[src/rtl/gray_bcd_display.sv]
// Gray-coded switch input -> synchronised binary LEDs -> sequential double-dabble BCD ->
// time-multiplexed 7-segment display with leading-zero blanking.
module gray_bcd_display #(
  parameter int WIDTH   = 4,
  parameter int DIGITS  = 2,
  parameter int MUX_DIV = 4
) (
  input  logic                  clk,
  input  logic                  rst_n,
  input  logic [WIDTH-1:0]      gray_i,
  output logic [WIDTH-1:0]      led,
  output logic [4*DIGITS-1:0]   bcd,
  output logic                  busy,
  output logic [6:0]            seg,
  output logic [DIGITS-1:0]     an
);

  localparam int BW = 4 * DIGITS;
  localparam int CW = $clog2(WIDTH);
  localparam int DW = (MUX_DIV > 1) ? $clog2(MUX_DIV) : 1;
  localparam int IW = (DIGITS > 1) ? $clog2(DIGITS) : 1;

  function automatic int dec_digits(input int w);
    int v;
    int n;
    v = (1 << w) - 1;
    n = 1;
    while (v >= 10) begin
      v = v / 10;
      n++;
    end
    return n;
  endfunction

  if (WIDTH < 2 || WIDTH > 16) begin : g_bad_width
    $error("gray_bcd_display: WIDTH must be 2..16");
  end
  if (DIGITS < dec_digits(WIDTH)) begin : g_bad_digits
    $error("gray_bcd_display: DIGITS too small for 2^WIDTH-1");
  end
  if (MUX_DIV < 1) begin : g_bad_div
    $error("gray_bcd_display: MUX_DIV must be at least 1");
  end

  function automatic logic [6:0] seven(input logic [3:0] d);
    case (d)
      4'd0:    return 7'b1111110;
      4'd1:    return 7'b0110000;
      4'd2:    return 7'b1101101;
      4'd3:    return 7'b1111001;
      4'd4:    return 7'b0110011;
      4'd5:    return 7'b1011011;
      4'd6:    return 7'b1011111;
      4'd7:    return 7'b1110000;
      4'd8:    return 7'b1111111;
      4'd9:    return 7'b1111011;
      default: return 7'b0000000;
    endcase
  endfunction

  // ---------------- input path ----------------
  logic [WIDTH-1:0] sync1, sync2, bin_d, bin_q;

  always_comb begin
    bin_d = '0;
    for (int i = 0; i < WIDTH; i++) bin_d[i] = ^(sync2 >> i);
  end

  always_ff @(posedge clk or negedge rst_n) begin
    if (!rst_n) begin
      sync1 <= '0;
      sync2 <= '0;
      bin_q <= '0;
    end else begin
      sync1 <= gray_i;
      sync2 <= sync1;
      bin_q <= bin_d;
    end
  end

  assign led = bin_q;

  // ---------------- conversion FSM ----------------
  typedef enum logic {IDLE, CONV} state_t;
  state_t            state_q, state_d;
  logic [WIDTH-1:0]  src_q, src_d, shift_q, shift_d, step_shift;
  logic [BW-1:0]     scratch_q, scratch_d, adj, step_bcd, bcd_q, bcd_d;
  logic [CW-1:0]     cnt_q, cnt_d;

  always_ff @(posedge clk or negedge rst_n) begin
    if (!rst_n) begin
      state_q   <= IDLE;
      src_q     <= '0;
      shift_q   <= '0;
      scratch_q <= '0;
      cnt_q     <= '0;
      bcd_q     <= '0;
    end else begin
      state_q   <= state_d;
      src_q     <= src_d;
      shift_q   <= shift_d;
      scratch_q <= scratch_d;
      cnt_q     <= cnt_d;
      bcd_q     <= bcd_d;
    end
  end

  always_comb begin
    state_d   = state_q;
    src_d     = src_q;
    shift_d   = shift_q;
    scratch_d = scratch_q;
    cnt_d     = cnt_q;
    bcd_d     = bcd_q;
    busy      = 1'b0;
    adj       = scratch_q;
    for (int k = 0; k < DIGITS; k++)
      if (adj[4*k +: 4] >= 4'd5) adj[4*k +: 4] = adj[4*k +: 4] + 4'd3;
    step_bcd   = {adj[BW-2:0], shift_q[WIDTH-1]};
    step_shift = {shift_q[WIDTH-2:0], 1'b0};
    case (state_q)
      IDLE: begin
        if (bin_q != src_q) begin
          src_d     = bin_q;
          shift_d   = bin_q;
          scratch_d = '0;
          cnt_d     = '0;
          state_d   = CONV;
        end
      end
      CONV: begin
        busy      = 1'b1;
        scratch_d = step_bcd;
        shift_d   = step_shift;
        cnt_d     = cnt_q + 1'b1;
        if (cnt_q == CW'(WIDTH - 1)) begin
          bcd_d   = step_bcd;
          state_d = IDLE;
        end
      end
      default: state_d = IDLE;
    endcase
  end

  assign bcd = bcd_q;

  // ---------------- display multiplexer ----------------
  logic [DW-1:0]     div_q, div_d;
  logic [IW-1:0]     idx_q, idx_d;
  logic [6:0]        seg_q;
  logic [DIGITS-1:0] zero_above;
  logic [3:0]        nib;
  logic              blank, wrap;

  // seg is registered against the index about to be shown so it stays aligned with an
  always_comb begin
    wrap  = (div_q == DW'(MUX_DIV - 1));
    div_d = wrap ? '0 : div_q + 1'b1;
    idx_d = idx_q;
    if (wrap) idx_d = (idx_q == IW'(DIGITS - 1)) ? '0 : idx_q + 1'b1;
    zero_above = '0;
    for (int k = 0; k < DIGITS; k++) zero_above[k] = ((bcd_q >> (4*k)) == '0);
    nib   = bcd_q[{idx_d, 2'b00} +: 4];
    blank = (idx_d != '0) && zero_above[idx_d];
    an    = '1;
    an[idx_q] = 1'b0;
  end

  always_ff @(posedge clk or negedge rst_n) begin
    if (!rst_n) begin
      div_q <= '0;
      idx_q <= '0;
      seg_q <= 7'b1111110;
    end else begin
      div_q <= div_d;
      idx_q <= idx_d;
      seg_q <= blank ? 7'b0000000 : seven(nib);
    end
  end

  assign seg = seg_q;

endmodule
[config.mk]
export PLATFORM = sky130hd
export DESIGN_NAME = gray_bcd_display
export DESIGN_NICKNAME = d
export VERILOG_FILES = /design/src/rtl/gray_bcd_display.sv
export SDC_FILE = /design/constraint.sdc
export NUM_CORES = 1
export LEC_CHECK = 0
export CAP_MARGIN = 20
export CORE_MARGIN = 3
export CORE_UTILIZATION = 35
export CTS_CLUSTER_SIZE = 8
export DETAILED_ROUTE_END_ITERATION = 10
export PLACE_DENSITY = 0.59
export SLEW_MARGIN = 10
export SYNTH_ARGS = -nofsm -noshare
export SYNTH_HDL_FRONTEND = slang
export SYNTH_SLANG_ARGS = --single-unit
[constraint.sdc]
create_clock -name clk -period 3.5 [get_ports clk]
set_clock_uncertainty 0.05 [all_clocks]
set_input_delay 0.525 -clock clk [delete_from_list [all_inputs] [get_ports clk]]
set_output_delay 0.525 -clock clk [all_outputs]
set_load 0.1 [all_outputs]
=== Word-level counts from Yosys, hierarchy flattened ===
Memories as Yosys holds them, arrays and structs flattened.
Cells that the tools add are included.

* Register bits: 49
* Memory bits (read-only): 112
* Input port bits: 6
* Output and inout bits: 22
* Word-level logic and storage cells: 60
* Memories: 1

* Add/subtract/negate cells: 5
* $lt $le $gt $ge: 5
* Equal/unequal tests: 4
* Shift-type cells: 1
* Muxes and demuxes: 20
* Bitwise operators: 2
* Reductions and logical operators: 10

{| class="wikitable"
|+ Memory list
! name !! depth !! bits a word !! rd ports !! clocked after memory_dff !! write ports !! line !! text
|-
| (no name shown) || 16 || 7 || 1 || 0 || 0 || 46 || <nowiki>case (d)</nowiki>
|}

{| class="wikitable"
|+ Operator list
! kind !! number
|-
| $logic_not A8 Y1 || 2
|-
| $pmux W8 S2 || 1
|-
| $reduce_xor A4 Y1 || 4
|-
| $ge A4 B3 Y1 const B || 2
|-
| $mux W1 || 8
|-
| $mux W4 || 2
|-
| $mux W8 || 1
|-
| $pmux W4 S2 || 1
|-
| $shiftx A8 B4 Y4 || 1
|-
| $mux W7 || 1
|-
| $add A2 B1 Y2 const B || 2
|-
| $add A4 B2 Y4 const B || 1
|-
| $eq A2 B2 Y1 const B || 2
|-
| $lt A1 B2 Y1 const B || 2
|-
| $mux W2 || 2
|-
| $ne A4 B4 Y1 || 1
|-
| $pmux W2 S2 || 1
|-
| $reduce_and A2 Y1 || 2
|-
| $add A3 B2 Y3 const B || 1
|-
| $mux W3 || 1
|-
| $logic_and A1 B1 Y1 || 2
|-
| $ne A2 B2 Y1 const B || 1
|-
| $not A2 Y2 || 1
|-
| $pmux W1 S2 || 1
|-
| other kinds (4) || 4
|}

=== Depth between registers and ports, before layout ===
Gate-level depths: netlist of the first run.

* Depth in word-level cells: 7
* Mapped depth: 9

=== Worst setup path before layout of the first run ===
OpenSTA, ideal clock, no wires.

* Path kind: register to register
* From: register div_q[0]
* To: register seg_q[2] (netlist: seg[2])
* Library setup time: 0.079 ns
* Data arrival time: 2.014 ns
* Data required time: 3.371 ns
* Slack: 1.357 ns
* Cell stages (with the launch flop): 10
* Buffers on the path: 1
* Cells stage by stage: dfrtp_1 > ha_1 > xor2_1 > buf_6 > mux2i_1 > ha_1 > nand2_1 > o21ai_0 > o21ai_0 > o21ai_0

* Longest elaborated chain between the ends: 6
* Elaborated cells on any way between the ends: 8
* Those cells by class: 1 x eq/ne; 1 x shift; 4 x mux; 1 x reduce/logical; 1 x memory

{| class="wikitable"
|+ Ends and longest elaborated chain
! item !! line !! text
|-
| start: declaration || 148 || <nowiki>logic [DW-1:0] div_q, div_d;</nowiki>
|-
| start signal: assignment || 175 || <nowiki>div_q <= div_d;</nowiki>
|-
| $eq A2 B2 Y1 (*) || 157 || <nowiki>wrap = (div_q == DW'(MUX_DIV - 1));</nowiki>
|-
| $mux W1 (*) || 160 || <nowiki>if (wrap) idx_d = (idx_q == IW'(DIGITS - 1)) ? '0 : idx_q + 1'b1;</nowiki>
|-
| via idx_d || 149 || <nowiki>logic [IW-1:0] idx_q, idx_d;</nowiki>
|-
| branches (longest 3 deep; another with $mem_v2 Z16 W7) || - ||
|-
| $mux W7 (*) || 177 || <nowiki>seg_q <= blank ? 7'b0000000 : seven(nib);</nowiki>
|-
| end signal: assignment || 177 ||
|-
| end: declaration || 150 || <nowiki>logic [6:0] seg_q;</nowiki>
|}

Mark *: on every way through the listed nets, which the timed path passes. The select of a mux whose other input is x is not followed.
A chain may end at the register's enable or synchronous reset.

=== Worst setup path in the final report of the first run ===
* From: register bcd_q[7] (netlist: bcd[7])
* To: output port bcd[7]

{| class="wikitable"
|+ RTL lines
! item !! line !! text
|-
| start: declaration || 87 || <nowiki>logic [BW-1:0] scratch_q, scratch_d, adj, step_bcd, bcd_q, bcd_d;</nowiki>
|-
| start signal: assignment || 97 || <nowiki>bcd_q <= '0;</nowiki>
|-
| start signal: assignment || 104 || <nowiki>bcd_q <= bcd_d;</nowiki>
|-
| end: declaration || 12 || <nowiki>output logic [4*DIGITS-1:0] bcd,</nowiki>
|}

No word-level cell between the ends.

==> results of run 1 <==
[flip-flops by register name (all words and copies together) (netlist names)]
register and count:
div_q 2, sync2 4, src_q 4, cnt_q 2, bcd 8, shift_q 4, idx_q 1, seg 7
sync1 4, state_q 1, led 4, scratch_q 8
[kinds of logic (layout without fill, tap and decap cells)]
| group | count (synthesis) | count (layout) | synth area share [%] |
|---|---|---|---|
| AND/OR/NAND/NOR | 51 | 51 | 11.5 |
| flip-flops | 49 | 49 | 54.3 |
| AO/OA/AOI/OAI | 33 | 33 | 8.21 |
| multiplexers | 24 | 24 | 11.0 |
| buffers and inverters | 16 | 46 | 4.13 |
| adder cells (fa/ha/maj) | 12 | 12 | 6.61 |
| XOR/XNOR | 11 | 11 | 4.24 |
[worst min-delay path by stage]
stage,slack (ns),start,to,cells after the start
3_3_place_gp,0.28,sync1[2],sync2[2],0
2_1_floorplan,0.18,rst_n,bcd[0],0
4_1_cts,0.07,rst_n,src_q[3],1
6_report,0.07,rst_n,src_q[3],1
5_1_grt,0.08,rst_n,src_q[3],1
3_5_place_dp,0.29,sync1[2],sync2[2],0
[metrics by stage]
step	worst slack (ns)	instances	util [%]	hold WS, ns
after floorplan	1.36	196	-	0.179
after global placement	1.22	292	42.3	0.283
after detailed placement	1.23	293	42.6	0.286
after CTS	0.884	301	44.3	0.0664
after global routing	0.824	301	44.3	0.0762
final	0.895	301	44.3	0.0655
[per-layer routing]
layer  wire length (microns)  vias to the layer above
li1                        -                      722
met1                    1800                      714
met2                    1820                       29
met3                     164                        4
met4                      66                        0
met5                       0                        -
[synth_stat cells]
cell type,count
o211ai_1,1
nand2_1,30
nor4bb_1,2
dfrtp_1,43
mux2_2,8
a31oi_1,2
nand3_1,2
nor2b_1,3
o311ai_0,1
dfstp_2,6
o21ai_1,4
a31o_2,1
nor2_1,4
nand2b_1,3
ha_1,12
buf_4,1
xor2_1,8
nor3b_1,3
o21ai_0,14
xnor2_1,3
nor4_1,1
buf_6,4
a21boi_0,2
nand3b_1,2
inv_1,8
mux2i_1,16
clkbuf_1,3
nor4_4,1
o22ai_1,3
a21oi_1,5
[cell type report]
type / instances / area share (%)
clock inverters: 2 / 0.603
repair buffers: 30 / 11.0
flip-flops and latches: 49 / 45.7
clock buffers: 6 / 3.06
well taps: 75 / 3.48
inverters: 8 / 1.11
multi-input cells: 131 / 35.0
==> flow_summary.ini, run 1 <==
[floorplanning]
die_w_microns = 86.6
core-area_sq_um = 6100
start_util_pct = 37.3
num_rows = 28
die-area_sq_um = 7490
ios = 28
die_y_microns = 86.6

[sta]
fin_tns_setup_ns = 0
finalCriticalPeriod_ns = 2.61
worst_pin_slew_ns = 0.983
hold_violations = 0
min_period_over_period_pct = 74.4
fmax_ghz = 0.384
relSlewSlack_pct = 34.3
grt_setup_unrepaired = no
finalSetupViolCount = 0
slew_violations = 0

[synthesis]
synth_top_area_cell = dfrtp_1
synthCells = 196
ys_types = 30
avgSynthCellArea_sq_um = 11.6
synth_warnings = 0
yosysSeqAreaShare_pct = 54.3
syn_area_sq_um = 2270
syn_nets = 214
netlist_top_cells_area = dfrtp_1 47%, mux2i_1 7.1%, dfstp_2 6.9%
synth.top_cell.area_share_pct = 47.4
ys_seq_elements = 49

[setup_path]
crit_arrival_ns = 2.03
crit_buf_inv = 1
r2r_cells = 6
crit_slowest_cell = clkdlybuf4s50_1
worstPathRequired_ns = 2.92
rrSetupSlack_ns = 1.20
crit_type = reg2out
cp_cell_sequence = clkdlybuf4s50_1
cp-startpoint = bcd[7]
cp-start-kind = flop
cp.depth = 1
r2r_start = div_q[0]
critPathCapture = bcd[7]
setup.worst_path.end_class = output port
timing.rr.end = seg[6]
cp_max_fo = 8
crit_family = buffers and inverters
slowest_delay_ns = 1.21

[clock_tree]
clk_pin_slew_worst_paths_ns = 0.09
cts_max_path_buffers = 2
cts_sinks = 49
clkLatencyLatePin_ns = 0.30
cts_root_buffer = clkbuf_8
cts_max_level = 2
cts_tree = yes
cts_buffers = 5
ctsResizeCount = 0
cts_setup_buffers = 0
holdBufCountCts = 0

[detailed_routing]
drt_iter0_markers = 76
vias = 1469
wire_per_inst_microns = 12.8
drt-total-wl_mm = 3.85
drc = 0
ant_nets = 0
drt-vias-per-instance = 4.88
drtPass1Iterations = 4

[global_route]
grt_max_degree = 36
antenna_found_initial = 0
use_met3_pct = 2.85
grtUsageMet2_pct = 19.0
gr-usage-all-layers_pct = 11.6
grt_overflow = 0
grt_pass1_wl_mm = 6.77
grt_pass1_vias = 1450
met1_usage_pct = 14.6
busiest_layer = met2

[cells_and_area]
diodes = 0
area_growth_pct = 18.8
seqCellArea_sq_um = 1230
layout_common_cells = 43 x dfrtp_1, 30 x nand2_1, 25 x clkdlybuf4s50_1, 16 x mux2i_1, 14 x o21ai_0
final_common_cell = dfrtp_1
fillers = 583
multi_input_area_sq_um = 943
drive_gt1_share_pct = 12.8
fin_nets = 243
design_area_sq_um = 2700

[placed_design]
port_buffers = 27
gp_congestion = 0.762
dp_hpwl_mm = 2.77
place_area_sq_um = 2600

[flow_run]
drv_cap = 0

[min_path]
hold_class = in2async

[status]
outcome = completed
Power of run 1 is not shown: default switching activity piles up to over one toggle a cycle in this logic, so the estimate is an artifact.
==> run 2, diff against run 1 <==
==> constraint.sdc (replaced) <==
create_clock -name clk -period 2.75 [get_ports clk]
set_clock_uncertainty 0.05 [all_clocks]
set_input_delay 0.4125 -clock clk [delete_from_list [all_inputs] [get_ports clk]]
set_output_delay 0.4125 -clock clk [all_outputs]
set_load 0.1 [all_outputs]
==> run 2 against run 1 <==
  * Design area decreased by 0.42%
  * Worst hold slack improved by 0.24 ns
  * Global-route usage decreased by 0.093 points
  * Critical endpoint is now seg[1]
==> flow_summary.ini, run 2 (synthesis gave the netlist of run 1 again) <==
[floorplanning]
start_util_pct = 37.3
die_w_microns = 86.6
die-area_sq_um = 7490
num_rows = 28
core-area_sq_um = 6100
die_y_microns = 86.6
ios = 28

[setup_path]
path_common_cell = ha_1
crit_family = multiplexers
worstPathRequired_ns = 2.93
timing.rr.end = seg[1]
r2r_start = div_q[0]
crit_arrival_ns = 2.41
crit_type = reg2reg
crit_slowest_cell = mux2i_1
rrSetupSlack_ns = 0.53
slowest_delay_ns = 0.48
cp-start-kind = flop
cp_max_fo = 5
crit_buf_inv = 1
cp_cell_sequence = ha_1 -> xor2_1 -> mux2i_1 -> inv_1 -> ha_1 -> nand2b_1 -> o22ai_1
r2r_cells = 7
setup.worst_path.end_class = flop

[global_route]
gr-usage-all-layers_pct = 11.5
grt_pass1_wl_mm = 6.78
grt_max_degree = 45
antenna_found_initial = 0
grt_overflow = 0
grt_pass1_vias = 1416

[sta]
min_period_over_period_pct = 80.9
fmax_ghz = 0.449
relSlewSlack_pct = 63.4
worst_pin_slew_ns = 0.534
finalCriticalPeriod_ns = 2.22
slew_violations = 0
grt_setup_unrepaired = no
finalSetupViolCount = 0
hold_violations = 0
fin_tns_setup_ns = 0

[min_path]
hold_class = reg2reg
hp-start = sync1[2]
holdPathStages = 0
worstHoldEndpoint = sync2[2]

[detailed_routing]
drc = 0
vias = 1445
ant_nets = 0
drtPass1Iterations = 4
wire_per_inst_microns = 12.8
drt_iter0_markers = 61
drt-total-wl_mm = 3.90
drt-vias-per-instance = 4.75

[cells_and_area]
fillers = 590
fin_nets = 246
diodes = 0
area_growth_pct = 18.3
final_common_cell = dfrtp_1
layout_common_cells = 43 x dfrtp_1, 30 x nand2_1, 26 x buf_4, 16 x mux2i_1, 14 x o21ai_0
drive_gt1_share_pct = 22.7
fin_cells = 304

[flow_run]
drv_cap = 0

[clock_tree]
clkLatencyLatePin_ns = 0.30
cts_tree = yes
cts_buffers = 5
clk_pin_slew_worst_paths_ns = 0.10
cts_max_path_buffers = 2
cts_sinks = 49
cts_setup_buffers = 0
ctsResizeCount = 0
cts_max_level = 2
cts_root_buffer = clkbuf_8

[placed_design]
dp.cells = 294
port_buffers = 27
dp_hpwl_mm = 2.73
gp_congestion = 0.757

[status]
outcome = completed
run 2: worst max-delay path by stage:
stage	startpoint	slack (ns)	depth (start not counted)	to
after detailed placement	div_q[0]	0.52	8	seg[2]
after global routing	div_q[0]	0.30	6	seg[3]
after floorplan	div_q[0]	0.61	9	seg[2]
after global placement	div_q[0]	0.60	8	seg[2]
final	div_q[0]	0.53	7	seg[1]
after CTS	div_q[0]	0.49	8	seg[2]
run 2: what timing repair did:
action                     4_1_cts  5_1_grt
hold buffers                     0        1
hold endpoints to repair         0        7
setup endpoints to repair        0        0
run 2: area by class of cell:
| class | count | area (sq um) | area share, % |
|---|---|---|---|
| Sequential cell | 49 | 1230 | 45.9 |
| Multi-Input combinational cell | 131 | 943 | 35.1 |
| Timing Repair Buffer | 33 | 270 | 10.1 |
| Tap cell | 75 | 93.8 | 3.49 |
| Clock buffer | 5 | 68.8 | 2.56 |
| Clock inverter | 3 | 46.3 | 1.72 |
| Inverter | 8 | 30.0 | 1.12 |
run 2: per-stage QoR:
step / setup WS [ns] / cell area (sq um) / utilization (%) / hold slack, ns
after floorplan: 0.607 / 2270 / - / 0.0669
after global placement: 0.602 / 2540 / 41.7 / 0.283
after detailed placement: 0.524 / 2540 / 41.7 / 0.287
after CTS: 0.491 / 2660 / 43.6 / 0.240
after global routing: 0.304 / 2690 / 44.1 / 0.311
final: 0.525 / 2690 / 44.1 / 0.306
run 2: routing by layer:
metal  global-route usage, %  part of all wire, %  vias up
li1                        -                    -      728
met1                    15.4                   49      684
met2                    18.1                   45       28
met3                    2.38                  4.3        5
met4                    4.67                  1.5        0
met5                       0                    0        -
Power of run 2 is left out for the same reason.
==> run 3, diff against run 2 <==
--- a/config.mk
+++ b/config.mk
@@ -10,7 +10,7 @@
 export CORE_UTILIZATION = 35
 export CTS_CLUSTER_SIZE = 8
 export DETAILED_ROUTE_END_ITERATION = 10
-export PLACE_DENSITY = 0.59
+export PLACE_DENSITY = 0.61
 export SLEW_MARGIN = 10
 export SYNTH_ARGS = -nofsm -noshare
 export SYNTH_HDL_FRONTEND = slang
==> constraint.sdc (replaced) <==
create_clock -name clk -period 1.85 [get_ports clk]
set_clock_uncertainty 0.05 [all_clocks]
set_input_delay 0.2775 -clock clk [delete_from_list [all_inputs] [get_ports clk]]
set_output_delay 0.2775 -clock clk [all_outputs]
set_load 0.1 [all_outputs]
==> run 3 against run 2 <==
  * The flow now finishes with violations (negative setup slack)
  * Worst hold slack got worse by 0.0024 ns
  * Utilization is 7.5 points higher
  * Wire length rose by 6.9%
  * Via count increased by 5.3%
  * Critical path depth is 1 higher
  * Sequential share of layout area fell by 6.4 points
  * Global-route usage rose by 0.52 points
  * Die area unchanged
  * Highest routed layer unchanged
==> flow_summary.ini, run 3 (synthesis gave the netlist of run 1 again) <==
[min_path]
holdPathStages = 0
hold_class = reg2reg
hp-start = sync1[0]
worstHoldEndpoint = sync2[0]

[detailed_routing]
drt-total-wl_mm = 4.17
drtPass1Iterations = 4
vias = 1522
drc = 0
drt_iter0_markers = 68
ant_nets = 0
wire_per_inst_microns = 13.2
drt-vias-per-instance = 4.83

[floorplanning]
die-area_sq_um = 7490
num_rows = 28
ios = 28
die_y_microns = 86.6
start_util_pct = 37.3
core-area_sq_um = 6100
die_w_microns = 86.6

[setup_path]
setup.worst_path.end_class = flop
rrSetupSlack_ns = -0.02
timing.rr.end = seg[1]
crit_family = flip-flops
cp-start-kind = flop
crit_type = reg2reg
slowest_delay_ns = 0.42
crit_buf_inv = 2
r2r_start = div_q[0]
crit_slowest_cell = dfrtp_1
cp_cell_sequence = ha_4 -> xor2_2 -> buf_6 -> mux2i_4 -> inv_2 -> ha_1 -> nand2b_4 -> o22ai_2
crit_arrival_ns = 2.06
r2r_cells = 8
worstPathRequired_ns = 2.03
cp_max_fo = 7

[cells_and_area]
diodes = 0
layout_common_cells = 36 x dfrtp_1, 29 x nand2_1, 23 x buf_12, 14 x buf_4, 13 x mux2i_1
fillers = 533
fin_cells = 315
area_growth_pct = 38.5
drive_gt1_share_pct = 34.6
fin_nets = 257
final_common_cell = dfrtp_1

[status]
violations = negative setup slack
outcome = finished with violations

[clock_tree]
clk_pin_slew_worst_paths_ns = 0.09
cts_tree = yes
cts_max_level = 2
cts_sinks = 49
cts_buffers = 5
clkLatencyLatePin_ns = 0.30
cts_root_buffer = clkbuf_8
cts_max_path_buffers = 2

[sta]
slew_violations = 0
relSlewSlack_pct = 80.1
worst_pin_slew_ns = 0.294
finalCriticalPeriod_ns = 1.87
hold_violations = 0
grt_setup_unrepaired = yes
min_period_over_period_pct = 101
fmax_ghz = 0.534
fin_tns_setup_ns = -0.0508
setup_ws_ns = -0.0235
finalSetupViolCount = 3

[global_route]
grt_max_degree = 50
gr-usage-all-layers_pct = 12.0
grt_overflow = 0
antenna_found_initial = 0
grt_pass1_wl_mm = 7.11
grt_pass1_vias = 1487

[placed_design]
dp.cells = 303
port_buffers = 27
gp_congestion = 0.855
dp_hpwl_mm = 2.88

[flow_run]
drv_cap = 0
==> run 3: layout make-up <==
type	count	area (sq um)	share of cell area [%]
clock inverters	2	38.8	1.23
repair buffers	44	632	20.1
flip-flops and latches	49	1240	39.5
inverters	8	30.0	0.955
well taps	75	93.8	2.98
multi-input cells	131	1030	32.9
clock buffers	6	72.6	2.31
==> run 3: timing repair <==
action,4_1_cts,5_1_grt
buffers inserted,2,1
hold buffers,1,0
endpoints found under the setup margin,7,9
resized for setup,10,8
hold endpoints to repair,43,0
pin swaps,5,1
==> run 3: metal layers <==
| metal | GRT usage (%) | vias up | wire (microns) |
|---|---|---|---|
| met3 | 2.95 | 2 | 153 |
| met4 | 4.11 | 0 | 21 |
| met2 | 20.7 | 25 | 2140 |
| li1 | - | 754 | - |
| met5 | 0 | - | 0 |
| met1 | 14.6 | 741 | 1850 |
==> run 3: worst max path at each step <==
| stage | from | end | slack, ns | cells after the start |
|---|---|---|---|---|
| finish | div_q[0] | seg[1] | -0.02 | 8 |
| global placement | div_q[0] | seg[2] | -0.02 | 9 |
| CTS | div_q[0] | seg[2] | -0.02 | 9 |
| global route | div_q[0] | seg[6] | -0.13 | 9 |
| detailed placement | div_q[0] | seg[1] | -0.05 | 8 |
| floorplan | div_q[0] | seg[2] | -0.08 | 9 |
==> run 3: per-stage QoR <==
step	util (%)	setup slack [ns]	hold WS, ns	instance area, sq um
after floorplan	-	-0.0789	-0.0681	2310
after global placement	48.2	-0.0214	0.234	2940
after detailed placement	48.2	-0.0500	0.239	2940
after CTS	50.9	-0.0175	0.306	3100
after global routing	51.6	-0.129	0.327	3140
final	51.6	-0.0235	0.304	3140
Power of run 3 is left out for the same reason.
